--- config.mk ---
export PLATFORM = sky130hd
export DESIGN_NAME = multi_digit_push_counter
export DESIGN_NICKNAME = d
export VERILOG_FILES = /design/src/rtl/push_counter_pkg.sv /design/src/rtl/button_debounce.sv /design/src/rtl/seven_segment_display.sv /design/src/rtl/multi_digit_push_counter.sv
export SDC_FILE = /design/constraint.sdc
export NUM_CORES = 1
export LEC_CHECK = 0
export ABC_AREA = 1
export BUFFER_PORTS_ARGS = -buffer_cell sky130_fd_sc_hd__buf_2
export CELL_PAD_IN_SITES_DETAIL_PLACEMENT = 2
export CELL_PAD_IN_SITES_GLOBAL_PLACEMENT = 2
export CORE_UTILIZATION = 27
export DETAILED_ROUTE_END_ITERATION = 7
export PLACE_DENSITY_LB_ADDON = 0.1
export SYNTH_ARGS = -nofsm -noshare
export SYNTH_HDL_FRONTEND = slang
export SYNTH_HIERARCHICAL = 1
export SYNTH_SLANG_ARGS = --single-unit
--- constraint.sdc ---
create_clock -name clk -period 1.4 [get_ports clk]
set_clock_uncertainty 0.1 [all_clocks]
set_input_delay 0.35 -clock clk [delete_from_list [all_inputs] [get_ports clk]]
set_output_delay 0.35 -clock clk [all_outputs]
set_load 0.1 [all_outputs]
--- src/rtl/push_counter_pkg.sv ---
// Shared types and constants for the multi-digit BCD push-button counter.
package push_counter_pkg;

  typedef logic [3:0] bcd_digit_t;
  typedef logic [6:0] seg_pattern_t;

  localparam bcd_digit_t DIGIT_MAX = 4'd9;

  // Elaboration-time helper: turns an integer parameter (for example the
  // highest count) into packed BCD digits. Never used on live data.
  function automatic logic [15:0] const_to_bcd(input int unsigned value);
    int unsigned v;
    logic [15:0] r;
    v = value;
    r = '0;
    for (int i = 0; i < 4; i++) begin
      r[4*i +: 4] = 4'(v % 10);
      v = v / 10;
    end
    return r;
  endfunction

endpackage

--- src/rtl/button_debounce.sv ---
// Active-low push button conditioner: 2-flop synchroniser, debouncer and a
// single-cycle press strobe on each accepted 1->0 transition.
// Optional feature macro: PUSH_COUNTER_AUTOREPEAT_EN adds REPEAT_DELAY /
// REPEAT_PERIOD auto-repeat strobes while the button stays accepted low.
module button_debounce #(
  parameter int DEBOUNCE_CYCLES = 16
`ifdef PUSH_COUNTER_AUTOREPEAT_EN
  , parameter int REPEAT_DELAY  = 5000000
  , parameter int REPEAT_PERIOD = 1000000
`endif
) (
  input  logic clk,
  input  logic reset,
  input  logic button,
  output logic press_strobe
);

  localparam int CW = (DEBOUNCE_CYCLES > 1) ? $clog2(DEBOUNCE_CYCLES) : 1;

  logic [1:0]    sync_q;
  logic          accepted;
  logic [CW-1:0] stable_cnt;
  logic          differs;
  logic          expire;
  logic          accept_fall;
  logic          repeat_fire;

  // The level is taken over on the DEBOUNCE_CYCLES-th consecutive cycle of
  // disagreement; only a newly accepted low level counts as a press.
  always_comb begin
    differs     = (sync_q[1] != accepted);
    expire      = differs && (stable_cnt == CW'(DEBOUNCE_CYCLES - 1));
    accept_fall = expire && !sync_q[1];
  end

`ifdef PUSH_COUNTER_AUTOREPEAT_EN
  logic [31:0] rep_cnt;
  logic        rep_periodic;

  // Fires after REPEAT_DELAY held cycles, then every REPEAT_PERIOD cycles.
  always_comb begin
    repeat_fire = 1'b0;
    if (!accepted) begin
      if (rep_periodic) repeat_fire = (rep_cnt == 32'(REPEAT_PERIOD - 1));
      else              repeat_fire = (rep_cnt == 32'(REPEAT_DELAY - 1));
    end
  end

  // Hold-time counter, cleared whenever the button is accepted released.
  always_ff @(posedge clk) begin
    if (!reset || accepted) begin
      rep_cnt      <= '0;
      rep_periodic <= 1'b0;
    end else if (repeat_fire) begin
      rep_cnt      <= '0;
      rep_periodic <= 1'b1;
    end else begin
      rep_cnt      <= rep_cnt + 32'd1;
    end
  end
`else
  always_comb repeat_fire = 1'b0;
`endif

  // Synchroniser, debounce counter, accepted level and registered strobe.
  always_ff @(posedge clk) begin
    if (!reset) begin
      sync_q       <= 2'b11;
      accepted     <= 1'b1;
      stable_cnt   <= '0;
      press_strobe <= 1'b0;
    end else begin
      sync_q       <= {sync_q[0], button};
      press_strobe <= accept_fall | repeat_fire;
      if (!differs) begin
        stable_cnt <= '0;
      end else if (expire) begin
        accepted   <= sync_q[1];
        stable_cnt <= '0;
      end else begin
        stable_cnt <= stable_cnt + 1'b1;
      end
    end
  end

endmodule

--- src/rtl/seven_segment_display.sv ---
// One BCD digit to seven-segment pattern, active-high, bit order {g,f,e,d,c,b,a}.
// Codes 10..15 never occur on a valid digit and blank the display.
module seven_segment_display
  import push_counter_pkg::*;
(
  input  bcd_digit_t   digit,
  output seg_pattern_t segments
);

  // Pure lookup; segments follow the digit in the same cycle.
  always_comb begin
    segments = 7'h00;
    case (digit)
      4'd0: segments = 7'h3F;
      4'd1: segments = 7'h06;
      4'd2: segments = 7'h5B;
      4'd3: segments = 7'h4F;
      4'd4: segments = 7'h66;
      4'd5: segments = 7'h6D;
      4'd6: segments = 7'h7D;
      4'd7: segments = 7'h07;
      4'd8: segments = 7'h7F;
      4'd9: segments = 7'h6F;
      default: segments = 7'h00;
    endcase
  end

endmodule

--- src/rtl/multi_digit_push_counter.sv ---
// Multi-digit BCD up/down counter driven by two active-low push buttons,
// with per-digit seven-segment outputs and a wrap/saturation pulse.
// Optional feature macro: PUSH_COUNTER_AUTOREPEAT_EN (held-button auto-repeat).
module multi_digit_push_counter
  import push_counter_pkg::*;
#(
  parameter int DIGITS          = 2,
  parameter int MAX_VALUE       = 99,
  parameter int WRAP            = 1,
  parameter int DEBOUNCE_CYCLES = 16
`ifdef PUSH_COUNTER_AUTOREPEAT_EN
  , parameter int REPEAT_DELAY  = 5000000
  , parameter int REPEAT_PERIOD = 1000000
`endif
) (
  input  logic                clk,
  input  logic                reset,
  input  logic                button_inc,
  input  logic                button_dec,
  output logic [4*DIGITS-1:0] count,
  output logic [7*DIGITS-1:0] hex_num,
  output logic                bound_pulse
);

  localparam logic [15:0]         MAX_BCD16 = const_to_bcd(MAX_VALUE);
  localparam logic [4*DIGITS-1:0] MAX_BCD   = MAX_BCD16[4*DIGITS-1:0];

  logic                inc_stb;
  logic                dec_stb;
  logic [4*DIGITS-1:0] count_next;
  logic                bound_next;
  logic                carry;

`ifdef PUSH_COUNTER_AUTOREPEAT_EN
  button_debounce #(
    .DEBOUNCE_CYCLES(DEBOUNCE_CYCLES),
    .REPEAT_DELAY   (REPEAT_DELAY),
    .REPEAT_PERIOD  (REPEAT_PERIOD)
  ) u_inc (.clk(clk), .reset(reset), .button(button_inc), .press_strobe(inc_stb));

  button_debounce #(
    .DEBOUNCE_CYCLES(DEBOUNCE_CYCLES),
    .REPEAT_DELAY   (REPEAT_DELAY),
    .REPEAT_PERIOD  (REPEAT_PERIOD)
  ) u_dec (.clk(clk), .reset(reset), .button(button_dec), .press_strobe(dec_stb));
`else
  button_debounce #(
    .DEBOUNCE_CYCLES(DEBOUNCE_CYCLES)
  ) u_inc (.clk(clk), .reset(reset), .button(button_inc), .press_strobe(inc_stb));

  button_debounce #(
    .DEBOUNCE_CYCLES(DEBOUNCE_CYCLES)
  ) u_dec (.clk(clk), .reset(reset), .button(button_dec), .press_strobe(dec_stb));
`endif

  // Next count: bound handling at MAX/0, otherwise a decimal ripple of
  // carry (increment) or borrow (decrement) through the digits.
  always_comb begin
    count_next = count;
    bound_next = 1'b0;
    carry      = 1'b1;
    if (inc_stb && !dec_stb) begin
      if (count == MAX_BCD) begin
        bound_next = 1'b1;
        count_next = (WRAP != 0) ? '0 : MAX_BCD;
      end else begin
        for (int i = 0; i < DIGITS; i++) begin
          if (carry) begin
            if (count[4*i +: 4] == DIGIT_MAX) begin
              count_next[4*i +: 4] = 4'd0;
            end else begin
              count_next[4*i +: 4] = count[4*i +: 4] + 4'd1;
              carry = 1'b0;
            end
          end
        end
      end
    end else if (dec_stb && !inc_stb) begin
      if (count == '0) begin
        bound_next = 1'b1;
        count_next = (WRAP != 0) ? MAX_BCD : '0;
      end else begin
        for (int i = 0; i < DIGITS; i++) begin
          if (carry) begin
            if (count[4*i +: 4] == 4'd0) begin
              count_next[4*i +: 4] = DIGIT_MAX;
            end else begin
              count_next[4*i +: 4] = count[4*i +: 4] - 4'd1;
              carry = 1'b0;
            end
          end
        end
      end
    end
  end

  // Count and bound pulse registers; reset discards any strobe in flight.
  always_ff @(posedge clk) begin
    if (!reset) begin
      count       <= '0;
      bound_pulse <= 1'b0;
    end else begin
      count       <= count_next;
      bound_pulse <= bound_next;
    end
  end

  for (genvar g = 0; g < DIGITS; g++) begin : g_seg
    seven_segment_display u_seg (
      .digit   (count[4*g +: 4]),
      .segments(hex_num[7*g +: 7])
    );
  end

endmodule

==> impl_results.md, run 1 <==
* Avg Inst Size Synth at 6.64 um2
* Placed Instances at 416
* Status: did not finish
* Count of cell types in the netlist at 22
* Post-synthesis sequential area ratio at 27.9%
* Syn nets at 296
* Post-CTS Hold Buffers at 0
* Cell area after placement at 0.00310 mm2
* Clock Tree Buf Depth at 2
* CTS sink cnt at 25
* Die Height at 83.5 um
* Synth Register Bits at 25
* Last stage reached: 5_1_grt
* Cell row count at 29
* Syn Inst Count at 270
* Largest net degree at the start of global routing at 14
* Type of pin the worst path ends at: top-level output
* Antenna violations before repair at 0
* Post-Syn Area at 0.00179 mm2
* Starting Density at 28.1%
* IO buf count at 26
* Die W at 83.5 um
* # IOs at 27
* Routability Congestion at 0.819
* Root buffer cell: clkbuf_8
* Warnings from Yosys at 6
* H-Tree Depth at 1
* GRT worst endpoint: hex_num[3]
* Final HPWL DP at 4730 um
* Error: [ERROR DPL-0033] detailed placement checks failed during check placement.
* TritonCTS Buffers at 3
==> metrics by stage <==
step                hold WS [ns]  TNS, ns  setup slack (ns)
floorplan                  0.292    -5.07            -0.365
global placement           0.295    -2.66            -0.179
detailed placement         0.300    -3.56            -0.245
CTS                        0.155    -8.00            -0.478
==> cells in the mapped netlist <==
library cell | number | area (um2)
a21oi_1 | 8 | 40.0
o21ai_0 | 6 | 30.0
inv_1 | 40 | 150
inv_2 | 8 | 30.0
ha_1 | 22 | 275
nand2_2 | 4 | 25.0
nand2_4 | 2 | 22.5
o211ai_1 | 1 | 7.51
or2_2 | 4 | 25.0
nand4_1 | 7 | 43.8
nor3_1 | 1 | 5.00
a21oi_2 | 1 | 8.76
nor2_4 | 1 | 11.3
nor2_2 | 1 | 6.26
nand3_2 | 7 | 70.1
xnor2_1 | 3 | 26.3
nor2_1 | 23 | 86.3
nand3_1 | 17 | 85.1
a31oi_1 | 1 | 6.26
nand2_1 | 83 | 312
o21ai_1 | 5 | 25.0
dfxtp_1 | 25 | 500
==> cell families after synthesis <==
group | after synthesis | share of synthesized area (%)
xor gates and xnor gates | 3 | 1.47
AOI/OAI and AO/OA | 22 | 6.56
buffers and inverters | 48 | 10.1
and+or+nand+nor | 150 | 38.6
DFF | 25 | 27.9
adders and majority gates | 22 | 15.4
==> what timing repair did <==
action,in CTS
endpoints found under the setup margin,31
gates resized for setup,75
buffers inserted,8
pin swaps,33
==> run 2: changes to the inputs <==
- CELL_PAD_IN_SITES_DETAIL_PLACEMENT: 2 -> default
- CELL_PAD_IN_SITES_GLOBAL_PLACEMENT: 2 -> default
- CORE_UTILIZATION: 27 -> 22
- PLACE_DENSITY_LB_ADDON: 0.1 -> 0.15
- clock period: 1.4 -> 1.8 ns (I/O delays scaled with it)
==> impl_results.md, run 2 <==
* Routed length per instance at 9.68 um
* Largest registers: count x8, u_dec/stable_cnt x4, u_inc/stable_cnt x4
* Die Height at 92.2 um (+11%)
* Routability Congestion at 0.761 (-7.0%)
* VDD IR max at 454 uV
* CP startpoint kind: register
* Final core occ at 39.0%
* Levels on crit path at 7
* Max_slew headroom at 67.1%
* Antenna violations before repair at 0
* R2R setup slack at 0.13 ns
* TritonCTS Buffers at 3 (unchanged)
* Post-Syn Area at 0.00179 mm2 (unchanged)
* Residual DRC at 0
* Hold/Removal Path Class: in -> reg
* Top-count cell post-synth: nand2_1
* Critical path launch point: count[0]
* Synth-to-layout area growth at 70.1%
* Fin nets at 345
* GRT overflow at 0
* Final hold viol count at 0
* Crit Path Class: reg -> out
* Clk Latency, worst-skew pair at 0.27 ns
* Tot GR Track Use at 9.75%
* Syn Inst Count at 270 (unchanged)
* Fmax at 513 MHz
* Cell area after placement at 0.00273 mm2 (-12%)
* Status: finished with violations
* Most frequent cells in the layout: nand2_1, inv_1, nor2_1
* Cell Count, Final, Fillers Out at 420
* Vias in the first global route at 1559
* CP delay by family, top: flip-flops
* Commonest non-fill, non-tap cell in the layout: nand2_1
* CP bufs+invs at 2
* Starting Density at 22.9% (-5.1 points)
* Global-route wire length before repair at 6970 um
* Post-CTS Hold Buffers at 0 (unchanged)
* Die ar. at 0.00851 mm2
* Worst slew pin tran at 0.497 ns
* Reg2Reg Depth at 11
* Min cycle time layout at 1.95 ns
* Final setup fails at 14
* Syn nets at 296 (unchanged)
* Fin area at 0.00305 mm2
* Final period utilization at 108%
* Synth Register Bits at 25 (unchanged)
* Synth top area share at 27.9% (unchanged)
* Vias at 1755
* CP max stage cell: dfxtp_4
* Worst flop-to-flop path endpoint: count[6]
* Worst-path cell chain: inv_6 -> ha_4 -> nand2_4 -> nand2_4 -> nand2_4 -> nand2_8 -> buf_12
* Cell row count at 32 (+10%)
* Avg Inst Size Synth at 6.64 um2 (unchanged)
* Largest register FFs at 8
* Final HPWL DP at 3030 um (-36%)
* Lkg Pwr at 1.41 nW
* Arrival time worst endpoint at 1.40 ns
* Crit path capture: hex_num[3]
* Die W at 92.2 um (+11%)
* Power Dens Cells at 297 mW/mm2
* Asr flop ratio synth at 0% (unchanged)
* Clock transition at path regs at 0.09 ns
* Antenna Nets Post-Route at 0
* WHS Path Cells at 2
* CP required at 1.25 ns
* Most used cell, CP: nand2_4
* Synth cell count leaders: nand2_1, inv_1, dfxtp_1
* Placeable Area at 0.00781 mm2
* Crit. End Element: output port
* Antenna Cells at 0
* Final WL at 4060 um
* Failing checks: negative setup slack
* Area contributors post-synth: dfxtp_1, nand2_1, ha_1
* Largest reg by FF count: count
* Placed Instances at 408 (-1.9%)
* CTS sink cnt at 25 (unchanged)
* Largest net degree at the start of global routing at 16
* Unrepaired setup endpoints after global routing: true
* Share of cells above drive strength 1 at 44.0%
* Crit path setup slack, layout at -0.149 ns
* H-Tree Depth at 1 (unchanged)
* Crit path largest cell delay at 0.41 ns
* Warnings from Yosys at 6 (unchanged)
* Post-synthesis sequential area ratio at 27.9% (unchanged)
* # IOs at 27 (unchanged)
* Clock Tree Buf Depth at 2 (unchanged)
* IO buf count at 26 (unchanged)
* Pins Over Slew Limit at 0
* Pre-antenna DRT Iters at 4
* Place WS at 0.109 ns (+0.354 ns)
* Iter 0 DRT Violations at 43
* Post-synth top area cell: dfxtp_1
* Vias per cell at 4.18
* EDFF count, synth at 0 (unchanged)
* Max_cap viols at 0
* RR Startpoint: count[4]
* Ys flop type: dfxtp_1
* Worst-path maximum fanout at 4
* Root buffer cell: clkbuf_8
* Count of cell types in the netlist at 22 (unchanged)
* CTS tree: built
run 2: final cells by class:
class,count,area (um2)
clock inverter,1,7.51
inverter,48,203
sequential,25,531
tap,102,128
fill,799,4760
clock buffer,3,41.3
timing repair buffer,44,584
multi-input combinational,197,1550
run 2: through the flow:
step                setup TNS, ns  hold slack (ns)  total power [mW]
floorplan                  -0.250            0.292             0.572
global placement                0            0.296             0.582
detailed placement              0            0.304             0.582
CTS                         -1.70            0.244             0.932
global route                -2.26            0.244             0.951
finish                      -1.33            0.258             0.906
run 2: metal layers:
| metal | vias up | track usage, % | part of all wire (%) |
|---|---|---|---|
| met3 | 2 | 1.24 | 2.1 |
| li1 | 937 | - | - |
| met4 | 0 | 1.95 | 0.47 |
| met5 | - | 0 | 0 |
| met1 | 794 | 12.8 | 47 |
| met2 | 22 | 17.0 | 50 |
run 2: worst min path at each step:
stage / from / end / slack, ns
after global placement: u_inc/sync_q[0] / u_inc/sync_q[1] / 0.30
after detailed placement: u_inc/sync_q[0] / u_inc/sync_q[1] / 0.30
after global routing: button_inc / u_inc/sync_q[0] / 0.24
final: button_inc / u_inc/sync_q[0] / 0.26
after CTS: button_inc / u_inc/sync_q[0] / 0.24
after floorplan: u_dec/sync_q[0] / u_dec/sync_q[1] / 0.29
run 2: timing repair:
action	CTS	global route
setup endpoints to repair	14	16
resized for setup	15	34
setup buffers	8	0
cloned	0	0
pin swaps	19	10
run 2: where the power goes:
part           internal (mW)  switching, mW  total, mW
Clock                  0.157          0.181      0.338
Sequential             0.546        0.00289      0.549
Combinational        0.00773         0.0119     0.0196
run 2: cells by family after synthesis:
family | count (synthesis) | share of synthesized area, %
DFF | 25 | 27.9
and+or+nand+nor | 150 | 38.6
adders and majority gates | 22 | 15.4
AOI/OAI and AO/OA | 22 | 6.56
buffers and inverters | 48 | 10.1
xor gates and xnor gates | 3 | 1.47
No activity file was read; power rests on OpenSTA's default activity.
==> run 3: changes to the inputs <==
- CORE_ASPECT_RATIO: default -> 0.8
==> impl_results.md, run 3 (same netlist as run 2, synthesis figures left out) <==
* Net Sw Frac at 22.5% (+0.95 points)
* Die ar. at 0.00851 mm2 (about the same)
* Worst slew pin tran at 0.493 ns (-0.00417 ns)
* CTS tree: built
* Psw at 0.208 mW (+6.5%)
* Final hold viol count at 0 (unchanged)
* Crit. End Element: output port
* Routability Congestion at 0.828 (+8.8%)
* Status: finished with violations
* Global-route wire length before repair at 7420 um (+6.4%)
* Largest net degree at the start of global routing at 17 (+1)
* Pre-antenna DRT Iters at 4 (unchanged)
* Met3 usage at 2.02% (+0.78 points)
* Share of cells above drive strength 1 at 46.7% (+2.7 points)
* Residual DRC at 0 (unchanged)
* Crit path setup slack, layout at -0.170 ns (-0.0206 ns)
* Fin nets at 350 (+1.4%)
* Antenna Nets Post-Route at 0 (unchanged)
* # IOs at 27 (unchanged)
* Arrival time worst endpoint at 1.42 ns (+0.02 ns)
* Clock transition at path regs at 0.10 ns (about the same)
* IO buf count at 26 (unchanged)
* Unrepaired setup endpoints after global routing: true
* VDD IR max at 331 uV (-27%)
* GRT overflow at 0 (unchanged)
* Die W at 103 um (+12%)
* Worst-path maximum fanout at 4 (unchanged)
* Clock power share at 38.5% (+1.2 points)
* Lkg Pwr at 1.43 nW (+1.4%)
* Root buffer cell: clkbuf_8
* Largest registers: count x8, u_dec/stable_cnt x4, u_inc/stable_cnt x4
* Post-CTS Hold Buffers at 0 (unchanged)
* Vias per cell at 4.13 (-1.1%)
* Most frequent cells in the layout: nand2_1, inv_1, nor2_1
* Met1 Usage GRT at 14.7% (+1.9 points)
* Max_slew headroom at 67.4% (+0.28 points)
* Placeable Area at 0.00791 mm2 (+1.3%)
* Pins Over Slew Limit at 0 (unchanged)
* R2R setup slack at 0.11 ns (-0.02 ns)
* Final WL at 4260 um (+4.7%)
* Crit Path Class: reg -> out
* Antenna violations before repair at 0 (unchanged)
* Crit path capture: hex_num[7]
* RR Startpoint: count[0]
* Max_cap viols at 0 (unchanged)
* Final TNS setup at -1.40 ns (-0.0613 ns)
* Final period utilization at 109% (+1.1 points)
* Cell row count at 29 (-9.4%)
* Die Height at 82.7 um (-10%)
* Largest reg by FF count: count
* Place WS at 0.0673 ns (-0.0417 ns)
* CP required at 1.25 ns (about the same)
* Min cycle time layout at 1.97 ns (+0.0206 ns)
* Antenna Cells at 0 (unchanged)
* H-Tree Depth at 1 (unchanged)
* Tot Pwr at 0.925 mW (+2.0%)
* Fmax at 508 MHz (-1.0%)
* Critical path launch point: count[4]
* Vias in the first global route at 1665 (+6.8%)
* Comb power frac at 2.1% (about the same)
* Hold/Removal Path Class: in -> reg
* CTS sink cnt at 25 (unchanged)
* Busiest grt layer: met2
* Clock Tree Buf Depth at 2 (unchanged)
* TritonCTS Buffers at 3 (unchanged)
* Iter 0 DRT Violations at 78 (+81%)
* Power Dens Cells at 301 mW/mm2 (+1.2%)
* Sequential group share of total power at 59.4% (-1.2 points)
* Tot GR Track Use at 10.9% (+1.2 points)
* Commonest non-fill, non-tap cell in the layout: nand2_1
* Clk Latency, worst-skew pair at 0.27 ns (about the same)
* Largest register FFs at 8 (unchanged)
* Internal cell power at 0.716 mW (+0.80%)
* Starting Density at 22.7% (-0.30 points)
* Final HPWL DP at 3080 um (+1.5%)
* GR Util met2 at 18.5% (+1.5 points)
* Failing checks: negative setup slack
* Vias at 1782 (+1.5%)
* Reg2Reg Depth at 10 (-1)
* Final setup fails at 14 (unchanged)
* Worst flop-to-flop path endpoint: count[7]
* Routed length per instance at 9.87 um (+2.1%)
* Synth-to-layout area growth at 71.6%
* CP startpoint kind: register
[run 3: cell count changes in the layout (fill, tap and decap cells not counted), moves of 2 or more]
cell and delta:
buf_4 +3, nand2_2 +4, inv_1 -5, buf_6 +2
nand2_4 -4, inv_2 +4, inv_6 +2
[run 3: worst max-delay path, stage by stage (launching register included)]
cell	delay, ns
dfxtp_4	0.39
buf_12	0.13
ha_4	0.14
inv_2	0.04
nand2_2	0.05
nand2_1	0.07
nand2_2	0.08
nand2_8	0.09
buf_12	0.16
[run 3: layout make-up]
cell class | count | area (um2)
well taps | 108 | 135
inverters | 48 | 203
clock inverters | 1 | 8.76
repair buffers | 49 | 629
fillers | 832 | 4840
multi-input cells | 197 | 1530
clock buffers | 3 | 41.3
flip-flops and latches | 25 | 531
[run 3: worst min path at each step]
stage                               start               to  depth (start not counted)
after floorplan           u_dec/sync_q[0]  u_dec/sync_q[1]                          1
after global placement    u_dec/sync_q[0]  u_dec/sync_q[1]                          1
after detailed placement  u_inc/sync_q[0]  u_inc/sync_q[1]                          1
after CTS                      button_inc  u_inc/sync_q[0]                          2
after global routing           button_inc  u_inc/sync_q[0]                          2
final                          button_dec  u_dec/sync_q[0]                          2
[run 3: repair_timing]
action,in CTS,in global routing
setup endpoints to repair,14,20
pin swaps,19,14
setup buffers,14,2
gates resized for setup,29,24
[run 3: power groups by stage]
stage / sequential (mW) / combinational (mW) / clock (mW)
floorplan: 0.561 / 0.0109 / 0
global placement: 0.562 / 0.0199 / 0
detailed placement: 0.562 / 0.0200 / 0
CTS: 0.549 / 0.0202 / 0.387
global route: 0.550 / 0.0232 / 0.400
finish: 0.549 / 0.0198 / 0.356
[run 3: routing by layer]
| layer | vias up | wire (um) |
|---|---|---|
| met5 | - | 0 |
| met4 | 0 | 12 |
| met3 | 2 | 118 |
| met2 | 26 | 2000 |
| met1 | 806 | 2130 |
| li1 | 948 | - |
[run 3: per-stage QoR]
step	instance area, um2	std cells	hold WS [ns]	utilization (%)
final	3070	431	0.254	38.9
after detailed placement	2720	412	0.297	34.4
after global placement	2720	412	0.294	34.4
after floorplan	2110	270	0.292	-
after CTS	3000	430	0.238	37.9
after global routing	3070	431	0.243	38.9
